File: src/rtl/pipe_stage_reg.sv
// Generic pipeline stage register: valid/ready handshake, optional
// one-entry skid buffer, flush-to-bubble, saturating stall counter.
module pipe_stage_reg #(
  parameter int unsigned       WIDTH     = 32,
  parameter int unsigned       SKID      = 0,
  parameter logic [WIDTH-1:0]  NOP_VALUE = '0,
  parameter int unsigned       CNT_W     = 16
) (
  input  logic             clk,
  input  logic             rstN,
  input  logic             inValid,
  input  logic [WIDTH-1:0] inData,
  output logic             inReady,
  output logic             outValid,
  output logic [WIDTH-1:0] outData,
  input  logic             outReady,
  input  logic             flush,
  output logic [CNT_W-1:0] stallCount,
  output logic             skidFull
);

  logic             vld_q, vld_n;
  logic [WIDTH-1:0] dat_q, dat_n;
  logic             skv_q, skv_n;
  logic [WIDTH-1:0] skd_q, skd_n;
  logic [CNT_W-1:0] cnt_q;
  logic             accept;
  logic             drain;
  logic             stall;

  assign accept = inValid && inReady;
  assign drain  = vld_q && outReady;
  assign stall  = vld_q && !outReady && !flush;

  // Ready is gated by rstN so it reads 0 in reset and 1 right after.
  generate
    if (SKID != 0) begin : g_skid
      assign inReady = rstN && !skv_q;
    end else begin : g_noskid
      assign inReady = rstN && (!vld_q || outReady);
    end
  endgenerate

  assign outValid   = vld_q;
  assign outData    = dat_q;
  assign skidFull   = skv_q;
  assign stallCount = cnt_q;

  // Next-state for the output register and the skid entry.
  always_comb begin
    vld_n = vld_q;
    dat_n = dat_q;
    skv_n = skv_q;
    skd_n = skd_q;
    if (flush) begin
      vld_n = 1'b0;
      dat_n = NOP_VALUE;
      skv_n = 1'b0;
    end else if (skv_q) begin
      if (drain) begin
        vld_n = 1'b1;
        dat_n = skd_q;
        skv_n = accept;
        if (accept) begin
          skd_n = inData;
        end
      end
    end else if (!vld_q || drain) begin
      if (accept) begin
        vld_n = 1'b1;
        dat_n = inData;
      end else if (drain) begin
        vld_n = 1'b0;
        dat_n = NOP_VALUE;
      end
    end else if (accept) begin
      skv_n = (SKID != 0);
      skd_n = inData;
    end
  end

  // Stage state advances on the falling edge.
  always_ff @(negedge clk or negedge rstN) begin
    if (!rstN) begin
      vld_q <= 1'b0;
      dat_q <= NOP_VALUE;
      skv_q <= 1'b0;
      skd_q <= '0;
    end else begin
      vld_q <= vld_n;
      dat_q <= dat_n;
      skv_q <= skv_n;
      skd_q <= skd_n;
    end
  end

  // Saturating stall counter; only reset clears it.
  always_ff @(negedge clk or negedge rstN) begin
    if (!rstN) begin
      cnt_q <= '0;
    end else if (stall && !(&cnt_q)) begin
      cnt_q <= cnt_q + 1'b1;
    end
  end

endmodule
File: config.mk
export PLATFORM = sky130hd
export DESIGN_NAME = pipe_stage_reg
export DESIGN_NICKNAME = d
export VERILOG_FILES = /design/src/rtl/pipe_stage_reg.sv
export SDC_FILE = /design/constraint.sdc
export NUM_CORES = 1
export LEC_CHECK = 0
export CORE_MARGIN = 5
export CORE_UTILIZATION = 30
export CTS_CLUSTER_SIZE = 8
export DETAILED_ROUTE_END_ITERATION = 16
export GPL_TIMING_DRIVEN = 0
export PLACE_DENSITY_LB_ADDON = 0.08
export REMOVE_ABC_BUFFERS = 1
export SLEW_MARGIN = 20
export SYNTH_ARGS = -nofsm -noshare
export SYNTH_HDL_FRONTEND = slang
export SYNTH_SLANG_ARGS = --single-unit
File: constraint.sdc
create_clock -name clk -period 2.54 [get_ports clk]
set_input_delay 0.381 -clock clk [delete_from_list [all_inputs] [get_ports clk]]
set_output_delay 0.381 -clock clk [all_outputs]
set_load 0.01 [all_outputs]
* After elaboration in Yosys (flattened, before gate mapping)
Cells that the tools add are included.
Operators by class: $add $sub $neg 1, multiply operators 0, divide/modulo/power cells 0, magnitude comparators 0, equal/unequal tests 3, shift operators 0, mux-type cells 19, bitwise operators 1, reductions and logical operators 17
Operators with widths (count):
- two-way mux 32 bit | 10
- adder 16 x 1 -> 16 bit (second input constant) | 1
- AND reduction 16 bit | 1
- two-way mux 1 bit | 9
- logical AND 1 bit | 6
- AND reduction 3 bit | 2
- nonzero test 3 bit | 2
- logical NOT 1 bit | 4
- inequality test 3 x 2 -> 1 bit (second input constant) | 1
- logical OR 1 bit | 2
- inequality test 2 x 1 -> 1 bit (second input constant) | 1
- inequality test 2 bit (second input constant) | 1
- inverter 1 bit | 1
Word-level totals: flip-flop bits (word level) 82, bits in latches 0, memory bits (writable) 0, bits in read-only memories 0, input bits 37, output and inout bits 51, word-level logic and storage cells 46, memories kept 0

* Depth between registers and ports, before layout
Gate-level depths: netlist (run 1).
depth in word-level cells 8, mapped depth 6, gate-level depth less buffers 5

==> reports/qor.yml, run 1 <==
sta:
  worstMarginPinSlew_ns: 0.347
  clock_skew_ns: 0.00560
  tns_ns: -0.478
  rsz0062_at_grt: "true"
  finalSetupViolCount: 17
  final-hold-violation-count: 0
  relSlewSlack_pct: 76.7
  setup_ws_ns: -0.132
  whs_ns: 0.427
  drv_slew: 0
synthesis:
  syn_avg_cell_area_sq_um: 11.7
  ys_async_sr_fraction_pct: 100
  synth.distinct_cells: 37
  ys_ff_latch: 82
  yosysMostFrequentCell: "dfrtn_1"
  synthTopCellsByArea: "dfrtn_1 (58%), mux2_2 (10%), a22oi_1 (6.8%), o21ai_0 (4.7%), nand2_1 (4.3%)"
  synth_warnings: 0
  synth_top_cell_by_area: "dfrtn_1"
  synth.cells.most_frequent: "dfrtn_1 (82), nand2_1 (40), o21ai_0 (33)"
  synth_edf_count: 0
  synthCells: 301
  synth_top_area_share_pct: 58.5
  synth_area_sq_um: 3510
  synth-main-ff-cell: "dfrtn_1"
  ys_seq_area_share_pct: 58.5
worst_setup_path:
  path_depth: 2
  start_kind: "register"
  cpMaxStageDelayCell: "dfrtn_1"
  r2r_setup_slack_ns: 0.28
  crit_required_ns: 2.16
  crit_chain: "buf_12 > buf_6"
  worstSetupEndpointType: "primary output"
  cp_max_fo: 2
  r2r_end: "stallCount[1]"
  reg2regPathDepth: 7
  crit_path_max_incr_delay_ns: 0.46
  criticalPathCategory: "register to primary output"
  r2r-start: "stallCount[1]"
  crit_arrival_ns: 2.29
  critPathBufInv: 2
  crit_family: "flip-flops"
final_layout:
  multi_input_area_sq_um: 1670
  regArea_sq_um: 2050
  final_cells: 597
  final_area_sq_um: 5580
  num_antenna_cells: 0
  drive_gt1_share_pct: 42.7
  nFillCells: 1083
  final_core_util_pct: 48.9
  area_delta_synth_final_pct: 59.1
  final_nets: 487
floorplanning:
  die_w_um: 118
  fp.dieArea_sq_um: 14000
  io_pins: 88
  start_util_pct: 30.7
  design.core.area_sq_um: 11400
  fp-row-count: 39
  die_h_um: 118
grt:
  antenna_found_initial: 0
  grt_pass1_wl_mm: 17.8
  grt_max_degree: 24
  grt_pass1_vias: 3200
  grt.total_usage_pct: 16.1
  overflow: 0
hold_path:
  hold_end: "outData[0]"
  hp-class: "register to register"
  hp-start: "outData[0]"
  min_path_cells: 2
placement:
  place_area_sq_um: 4620
  dp_hpwl_mm: 6.02
  place_inst: 522
  io_buffers: 87
  gp_congestion: 0.732
route:
  via_per_inst: 4.94
  routed_wl_mm: 11.4
  wl_per_cell_um: 19.0
  drt-pass1-iter-count: 4
  drc: 0
  drt_iter0_drc: 81
  ant_nets: 0
  vias: 2949
clock_network:
  numClockSinks: 82
  path_clk_slew_ns: 0.04
  htree_levels: 3
  cts_hold_buf: 0
  cts_root_buf: "clkbuf_16"
  clkLatencyLatePin_ns: 0.34
  tritoncts: "done"
  cts_made_buffers: 9
  cts_buffer_depth: 2
status:
  status: "finished, violations left"
  violations: "setup timing"
power_and_ir_drop:
  powerDensity_nw_per_um2: 561
  cellInternalPower_mw: 2.36
  pwr-share-comb_pct: 15.1
  power.switching_mw: 0.769
  netSwitchingFraction_pct: 24.6
  p_leak_nw: 2.69
  p_seq_share_pct: 44.3
  ir_worst_vdd_mv: 0.345
  clkPwrFrac_pct: 40.7
flow_run:
  cap_viol_max_count: 0
worst max path at each step:
| stage | from | endpoint |
|---|---|---|
| after floorplan | flush | skd_q[0] |
| after global placement | rstN | skd_q[11] |
| after detailed placement | rstN | outData[14] |
| after CTS | skidFull | skidFull |
| after global routing | skidFull | skidFull |
| final | skidFull | skidFull |
kinds of logic (layout without fill, tap and decap cells):
| family | after synthesis | after routing | synth area share (%) |
|---|---|---|---|
| AOI/OAI and AO/OA | 73 | 75 | 13.0 |
| DFF | 82 | 82 | 58.5 |
| muxes | 34 | 34 | 11.0 |
| xor gates and xnor gates | 13 | 13 | 3.25 |
| adders and majority gates | 1 | 1 | 0.357 |
| and+or+nand+nor | 77 | 80 | 11.3 |
| buffers and inverters | 21 | 169 | 2.57 |
layer usage:
metal  vias to the layer above  share of wire [%]  track usage (%)
li1                       1391                  -                -
met1                      1470                 45             19.4
met2                        74                 49             27.1
met3                        14                4.8             5.73
met4                         0                1.4             5.09
met5                         -                  0                0
placed cells by master (no fill, tap or decap), types with 4 or more instances in the layout:
cell type / instances
dfrtn_1: 82
buf_4: 47
buf_2: 39
nand2_1: 38
mux2_4: 34
a22oi_1: 32
clkdlybuf4s50_1: 32
o21ai_0: 20
buf_6: 15
o21ai_1: 10
clkbuf_16: 9
xnor2_1: 8
buf_8: 6
nand3_1: 5
nor2_1: 5
xor2_1: 5
inv_1: 4
or2_4: 4
clkinv_2: 4
bufbuf_16: 4
metrics by stage:
step / setup slack (ns) / power, mW
3_3_place_gp: -7.42 / 1.76
3_5_place_dp: -1.79 / 1.77
5_1_grt: -0.168 / 3.27
6_report: -0.132 / 3.13
4_1_cts: -0.136 / 3.14
2_1_floorplan: -2.14 / 1.54
cell type report:
type | instances | area share [%]
multi-input combinational | 203 | 30.0
tap | 143 | 3.20
sequential | 82 | 36.8
inverter | 4 | 0.269
timing repair buffer | 149 | 24.7
clock buffer | 10 | 4.10
clock inverter | 6 | 1.03
power by group through the flow:
stage	combinational, mW	clock (mW)	sequential, mW
after floorplan	0.0899	0	1.45
after global placement	0.329	0	1.43
after detailed placement	0.342	0	1.43
after CTS	0.442	1.32	1.38
after global routing	0.508	1.37	1.39
final	0.472	1.27	1.39
worst reg2reg max path, delay by kind of cell, from the launching register on:
kind | cells | cell delay, ns
muxes | 1 | 0.28
adders and majority gates | 1 | 0.22
DFF | 1 | 0.41
and+or+nand+nor | 3 | 1.00
buffers and inverters | 2 | 0.21
sequential cells by signal (all words and copies together) (netlist names):
| register | cells |
|---|---|
| outData | 32 |
| outValid | 1 |
| skd_q | 32 |
| skidFull | 1 |
| stallCount | 16 |
timing repair:
item,in CTS,in global routing
endpoints found under the hold margin,0,0
gates cloned,7,2
endpoints found under the setup margin,131,117
pin swaps,9,7
gates resized for setup,293,35
setup buffers,36,16
Power figures use the tool's default switching activity.
==> inputs of run 2 (changes only) <==
--- a/config.mk
+++ b/config.mk
@@ -5,6 +5,7 @@
 export SDC_FILE = /design/constraint.sdc
 export NUM_CORES = 1
 export LEC_CHECK = 0
+export CAP_MARGIN = 20
 export CORE_MARGIN = 5
 export CORE_UTILIZATION = 30
 export CTS_CLUSTER_SIZE = 8
==> run 2 against run 1 <==
  * The flow still finishes with violations (setup timing)
  * Setup slack better by 0.013 ns
  * Non-clock buffer count is 1 lower
  * Global-route usage is 0.10 points lower
  * Clock-buffer cell count stayed put
  * Critical path depth stayed put
  * Sequential share of layout area hardly changed
  * Sequential cell count stayed put
  * First-iteration DRC count is 20% higher
  * Die area stayed put
  * Critical path type unchanged
  * Critical endpoint unchanged
  * Largest power group is now the clock network
==> reports/qor.yml, run 2 (synthesis gave the netlist of run 1 again) <==
hold_path:
  hp-start: "outData[3]"
  hp-class: "register to register"
route:
  wl_per_cell_um: 18.5  # -2.8%
  drt_iter0_drc: 97  # +20%
  vias: 2933  # -0.54%
  via_per_inst: 4.93  # -0.21%
  routed_wl_mm: 11.0  # -3.1%
  ant_nets: 0  # unchanged
  drc: 0  # unchanged
  drt-pass1-iter-count: 4  # unchanged
worst_setup_path:
  cp-startpoint: "skidFull"
  crit_chain: "buf_12 > buf_6"
  worstSetupEndpointType: "primary output"
  criticalPathCategory: "register to primary output"
  crit_required_ns: 2.16  # about the same
  start_kind: "register"
  crit_arrival_ns: 2.28  # about the same
  cpMaxStageDelayCell: "dfrtn_1"
  critPathBufInv: 2  # unchanged
  r2r-start: "stallCount[1]"
  crit_family: "flip-flops"
  cp_max_fo: 2  # unchanged
  crit_path_max_incr_delay_ns: 0.45  # about the same
sta:
  worstMarginPinSlew_ns: 0.337  # -0.00981 ns
  drv_slew: 0  # unchanged
  rsz0062_at_grt: "true"
  clock_skew_ns: 0.00589  # +0.000284 ns
  final-hold-violation-count: 0  # unchanged
  tns_ns: -0.459  # +0.0185 ns
  relSlewSlack_pct: 77.2  # +0.55 points
  finalSetupViolCount: 16  # -1
  setup_ws_ns: -0.119  # +0.0135 ns
final_layout:
  multi_input_area_sq_um: 1630  # -2.7%
  nFillCells: 1108  # +2.3%
  final_nets: 485  # -0.41%
  area_delta_synth_final_pct: 59.3  # about the same
  layout_commonest_cell: "dfrtn_1"
  mostFrequentLayoutCells: "dfrtn_1 (82), buf_4 (46), buf_2 (40)"
  final_cells: 595  # -0.34%
  num_antenna_cells: 0  # unchanged
  drive_gt1_share_pct: 42.9  # +0.19 points
  regArea_sq_um: 2050  # unchanged
status:
  status: "finished, violations left"
  violations: "setup timing"
floorplanning:
  start_util_pct: 30.7  # unchanged
  io_pins: 88  # unchanged
  fp-row-count: 39  # unchanged
  fp.dieArea_sq_um: 14000  # unchanged
  die_w_um: 118  # unchanged
  die_h_um: 118  # unchanged
  design.core.area_sq_um: 11400  # unchanged
power_and_ir_drop:
  powerDensity_nw_per_um2: 596  # +6.3%
  p_leak_nw: 2.68  # -0.13%
  ir_worst_vdd_mv: 0.386  # +12%
grt:
  grt_pass1_wl_mm: 17.6  # -0.86%
  grt_max_degree: 24  # unchanged
  overflow: 0  # unchanged
  antenna_found_initial: 0  # unchanged
  grt_pass1_vias: 3172  # -0.88%
  grt.total_usage_pct: 16.0  # -0.10 points
clock_network:
  tritoncts: "done"
  path_clk_slew_ns: 0.05  # about the same
  numClockSinks: 82  # unchanged
  cts_buffer_depth: 2  # unchanged
  clkLatencyLatePin_ns: 0.34  # about the same
  cts_made_buffers: 9  # unchanged
  cts_root_buf: "clkbuf_16"
  htree_levels: 3  # unchanged
placement:
  io_buffers: 87  # unchanged
  place_inst: 522  # unchanged
  dp_hpwl_mm: 6.03  # about the same
  gp_congestion: 0.732  # unchanged
flow_run:
  cap_viol_max_count: 0  # unchanged
## run 2: where the power goes
group	internal [mW]	switching, mW
combinational	0.252	0.225
clock	0.956	0.511
sequential	1.36	0.0231
total	2.57	0.760
## run 2: per-stage QoR
| step | hold WS, ns | cell area [sq um] | power (mW) | utilization (%) | setup WS, ns |
|---|---|---|---|---|---|
| 2_1_floorplan | 0.420 | 3430 | 1.54 | - | -2.14 |
| 5_1_grt | 0.450 | 5590 | 3.48 | 48.9 | -0.149 |
| 3_3_place_gp | 0.421 | 4480 | 1.76 | 39.3 | -7.42 |
| 4_1_cts | 0.427 | 5360 | 3.33 | 46.9 | -0.140 |
| 6_report | 0.420 | 5590 | 3.33 | 48.9 | -0.119 |
| 3_5_place_dp | 0.431 | 4620 | 1.77 | 40.5 | -1.78 |
## run 2: worst paths after layout
kind	endpoint	slack, ns	cells after the start
max	skidFull	-0.12	2
min	outData[3]	0.42	2
max reg2reg	stallCount[1]	0.27	7
min reg2reg	outData[3]	0.42	2
max in group asynchronous	outData[12]	0.85	3
min in group asynchronous	stallCount[13]	1.13	1
## run 2: worst reg2reg max path, stage by stage, from the launching register on
cell,delay (ns)
dfrtn_1,0.41
buf_4,0.11
buf_4,0.10
ha_1,0.22
nand4_4,0.18
or4_4,0.62
and2_4,0.20
mux2_4,0.29
## run 2: routing by layer
metal	vias up	wire [um]	track usage [%]
met4	0	115	5.95
met5	-	0	0
met2	79	5510	26.6
met1	1463	4770	19.7
met3	7	596	4.92
li1	1384	-	-
## run 2: area by class of cell
cell class | instances | area share [%]
flip-flops and latches | 82 | 36.7
multi-input cells | 202 | 29.1
repair buffers | 148 | 24.7
clock buffers | 10 | 4.10
well taps | 143 | 3.20
clock inverters | 6 | 1.88
inverters | 4 | 0.269
## run 2: repair_timing
action,CTS,global route
hold endpoints to repair,0,0
pin swaps,8,9
gates cloned,8,0
setup buffers,34,17
endpoints found under the setup margin,131,119
gates resized for setup,283,42
hold buffers,0,0
==> inputs of run 3 (changes only) <==
--- a/config.mk
+++ b/config.mk
@@ -10,7 +10,6 @@
 export CORE_UTILIZATION = 30
 export CTS_CLUSTER_SIZE = 8
 export DETAILED_ROUTE_END_ITERATION = 16
-export GPL_TIMING_DRIVEN = 0
 export PLACE_DENSITY_LB_ADDON = 0.08
 export REMOVE_ABC_BUFFERS = 1
 export SLEW_MARGIN = 20
==> run 3 against run 2 <==
  * The flow still finishes with violations (setup timing)
  * Final area is 1.1% lower
  * Clock skew is 0.0029 ns lower
  * Critical path depth is 1 lower
  * Via count is 0.44% lower
  * Cell count is 0.67% higher
  * First-iteration DRC count is 2.1% lower
  * Setup slack better by 0.037 ns
  * Sequential power hardly changed
  * Die area stayed put
  * Register-to-register slack worse by 0.06 ns
  * Combinational power is 14% lower
  * Critical path type unchanged
  * Critical endpoint unchanged
  * Largest cell class unchanged
==> reports/qor.yml, run 3 (synthesis gave the netlist of run 1 again) <==
floorplanning:
  design.core.area_sq_um: 11400  # unchanged
  fp.dieArea_sq_um: 14000  # unchanged
  start_util_pct: 30.7  # unchanged
  die_h_um: 118  # unchanged
  io_pins: 88  # unchanged
  die_w_um: 118  # unchanged
  fp-row-count: 39  # unchanged
sta:
  rsz0062_at_grt: "true"
  worstMarginPinSlew_ns: 0.706  # +0.370 ns
  clock_skew_ns: 0.00298  # -0.00291 ns
  setup_ws_ns: -0.0812  # +0.0374 ns
  final-hold-violation-count: 0  # unchanged
  finalSetupViolCount: 37  # +21
  whs_ns: 0.426  # +0.00573 ns
  relSlewSlack_pct: 52.9  # -24 points
  drv_slew: 0  # unchanged
clock_network:
  cts_buffer_depth: 2  # unchanged
  cts_made_buffers: 9  # unchanged
  cts_root_buf: "clkbuf_16"
  clkLatencyLatePin_ns: 0.34  # about the same
  path_clk_slew_ns: 0.05  # about the same
  cts_hold_buf: 0  # unchanged
  tritoncts: "done"
  htree_levels: 3  # unchanged
  numClockSinks: 82  # unchanged
final_layout:
  num_antenna_cells: 0  # unchanged
  drive_gt1_share_pct: 43.4  # +0.50 points
  nFillCells: 1084  # -2.2%
  layout_commonest_cell: "dfrtn_1"
  final_nets: 490  # +1.0%
  area_delta_synth_final_pct: 57.6
  mostFrequentLayoutCells: "dfrtn_1 (82), buf_4 (56), buf_2 (41)"
  final_area_sq_um: 5530  # -1.1%
route:
  vias: 2920  # -0.44%
  drc: 0  # unchanged
  drt-pass1-iter-count: 6  # +2
  wl_per_cell_um: 17.1  # -7.3%
  drt_iter0_drc: 95  # -2.1%
  routed_wl_mm: 10.3  # -6.6%
  via_per_inst: 4.87  # -1.1%
  ant_nets: 0  # unchanged
status:
  status: "finished, violations left"
  violations: "setup timing"
flow_run:
  cap_viol_max_count: 0  # unchanged
placement:
  gp_congestion: 0.769  # +5.0%
  place_area_sq_um: 4830  # +4.4%
  dp_hpwl_mm: 6.25  # +3.6%
  io_buffers: 87  # unchanged
grt:
  antenna_found_initial: 0  # unchanged
  overflow: 0  # unchanged
  grt_pass1_vias: 3029  # -4.5%
  grt.total_usage_pct: 14.7  # -1.3 points
  grt_pass1_wl_mm: 16.6  # -5.4%
  grt_max_degree: 54  # +130%
worst_setup_path:
  cpMaxStageDelayCell: "dfrtn_1"
  crit_arrival_ns: 2.24  # -0.04 ns
  crit_required_ns: 2.16  # about the same
  start_kind: "register"
  criticalPathCategory: "register to primary output"
  critPathBufInv: 1  # -1
  worstSetupEndpointType: "primary output"
  crit_family: "flip-flops"
  crit_chain: "buf_2"
  cp_max_fo: 2  # unchanged
  crit_path_max_incr_delay_ns: 0.47  # +0.02 ns
power_and_ir_drop:
  total_power_mw: 3.13  # -5.9%
  ir_worst_vdd_mv: 0.268  # -31%
  p_leak_nw: 2.64  # -1.6%
  powerDensity_nw_per_um2: 567  # -4.8%
hold_path:
  hp-class: "register to register"
-- run 3: layer usage --
layer  global-route usage [%]  wire length [um]
met2                     23.5              4930
met3                     2.77               376
met1                     20.1              4830
met4                     5.16               129
met5                        0                 0
-- run 3: worst paths after layout --
| check | to | slack [ns] | start | depth (start not counted) |
|---|---|---|---|---|
| max | skidFull | -0.08 | skidFull | 1 |
| min | outData[18] | 0.43 | outData[18] | 2 |
| max reg2reg | stallCount[0] | 0.21 | stallCount[0] | 8 |
| min reg2reg | outData[18] | 0.43 | outData[18] | 2 |
| max in group asynchronous | skd_q[12] | 0.66 | rstN | 2 |
| min in group asynchronous | skd_q[9] | 1.26 | rstN | 2 |
-- run 3: layout make-up --
class                           instances  area, sq um  area share, %
Sequential cell                        82         2050           37.1
Clock inverter                          2         35.0          0.634
Timing Repair Buffer                  157         1350           24.3
Inverter                                4         15.0          0.272
Multi-Input combinational cell        198         1630           29.5
Clock buffer                           13          270           4.89
Tap cell                              143          179           3.24
-- run 3: report_power, final --
part	total [mW]	internal (mW)	switching [mW]	leakage, nW
Combinational	0.408	0.207	0.201	1.37
Clock	1.34	0.836	0.504	0.152
Sequential	1.39	1.36	0.0238	1.12
Total	3.13	2.40	0.729	2.64
-- run 3: through the flow --
step / setup slack [ns] / setup TNS [ns] / util, % / instances
6_report: -0.0812 / -0.801 / 48.4 / 599
5_1_grt: -0.116 / -2.76 / 48.4 / 599
3_5_place_dp: -0.852 / -60.40 / 42.3 / 553
3_3_place_gp: -0.833 / -59.71 / 42.3 / 553
2_1_floorplan: -2.14 / -92.90 / - / 284
4_1_cts: -0.0990 / -1.05 / 46.0 / 582
-- run 3: worst min-delay path: cells and delay by family (launching register included) --
kind            cells  cell delay [ns]
flops               1             0.40
simple gates        1             0.04
compound gates      1             0.06
-- run 3: what timing repair did --
item                       in CTS  in global routing
pin swaps                       8                  4
setup buffers                  13                 16
cloned                          3                  1
setup endpoints to repair     132                 83
gates resized for setup       273                 26
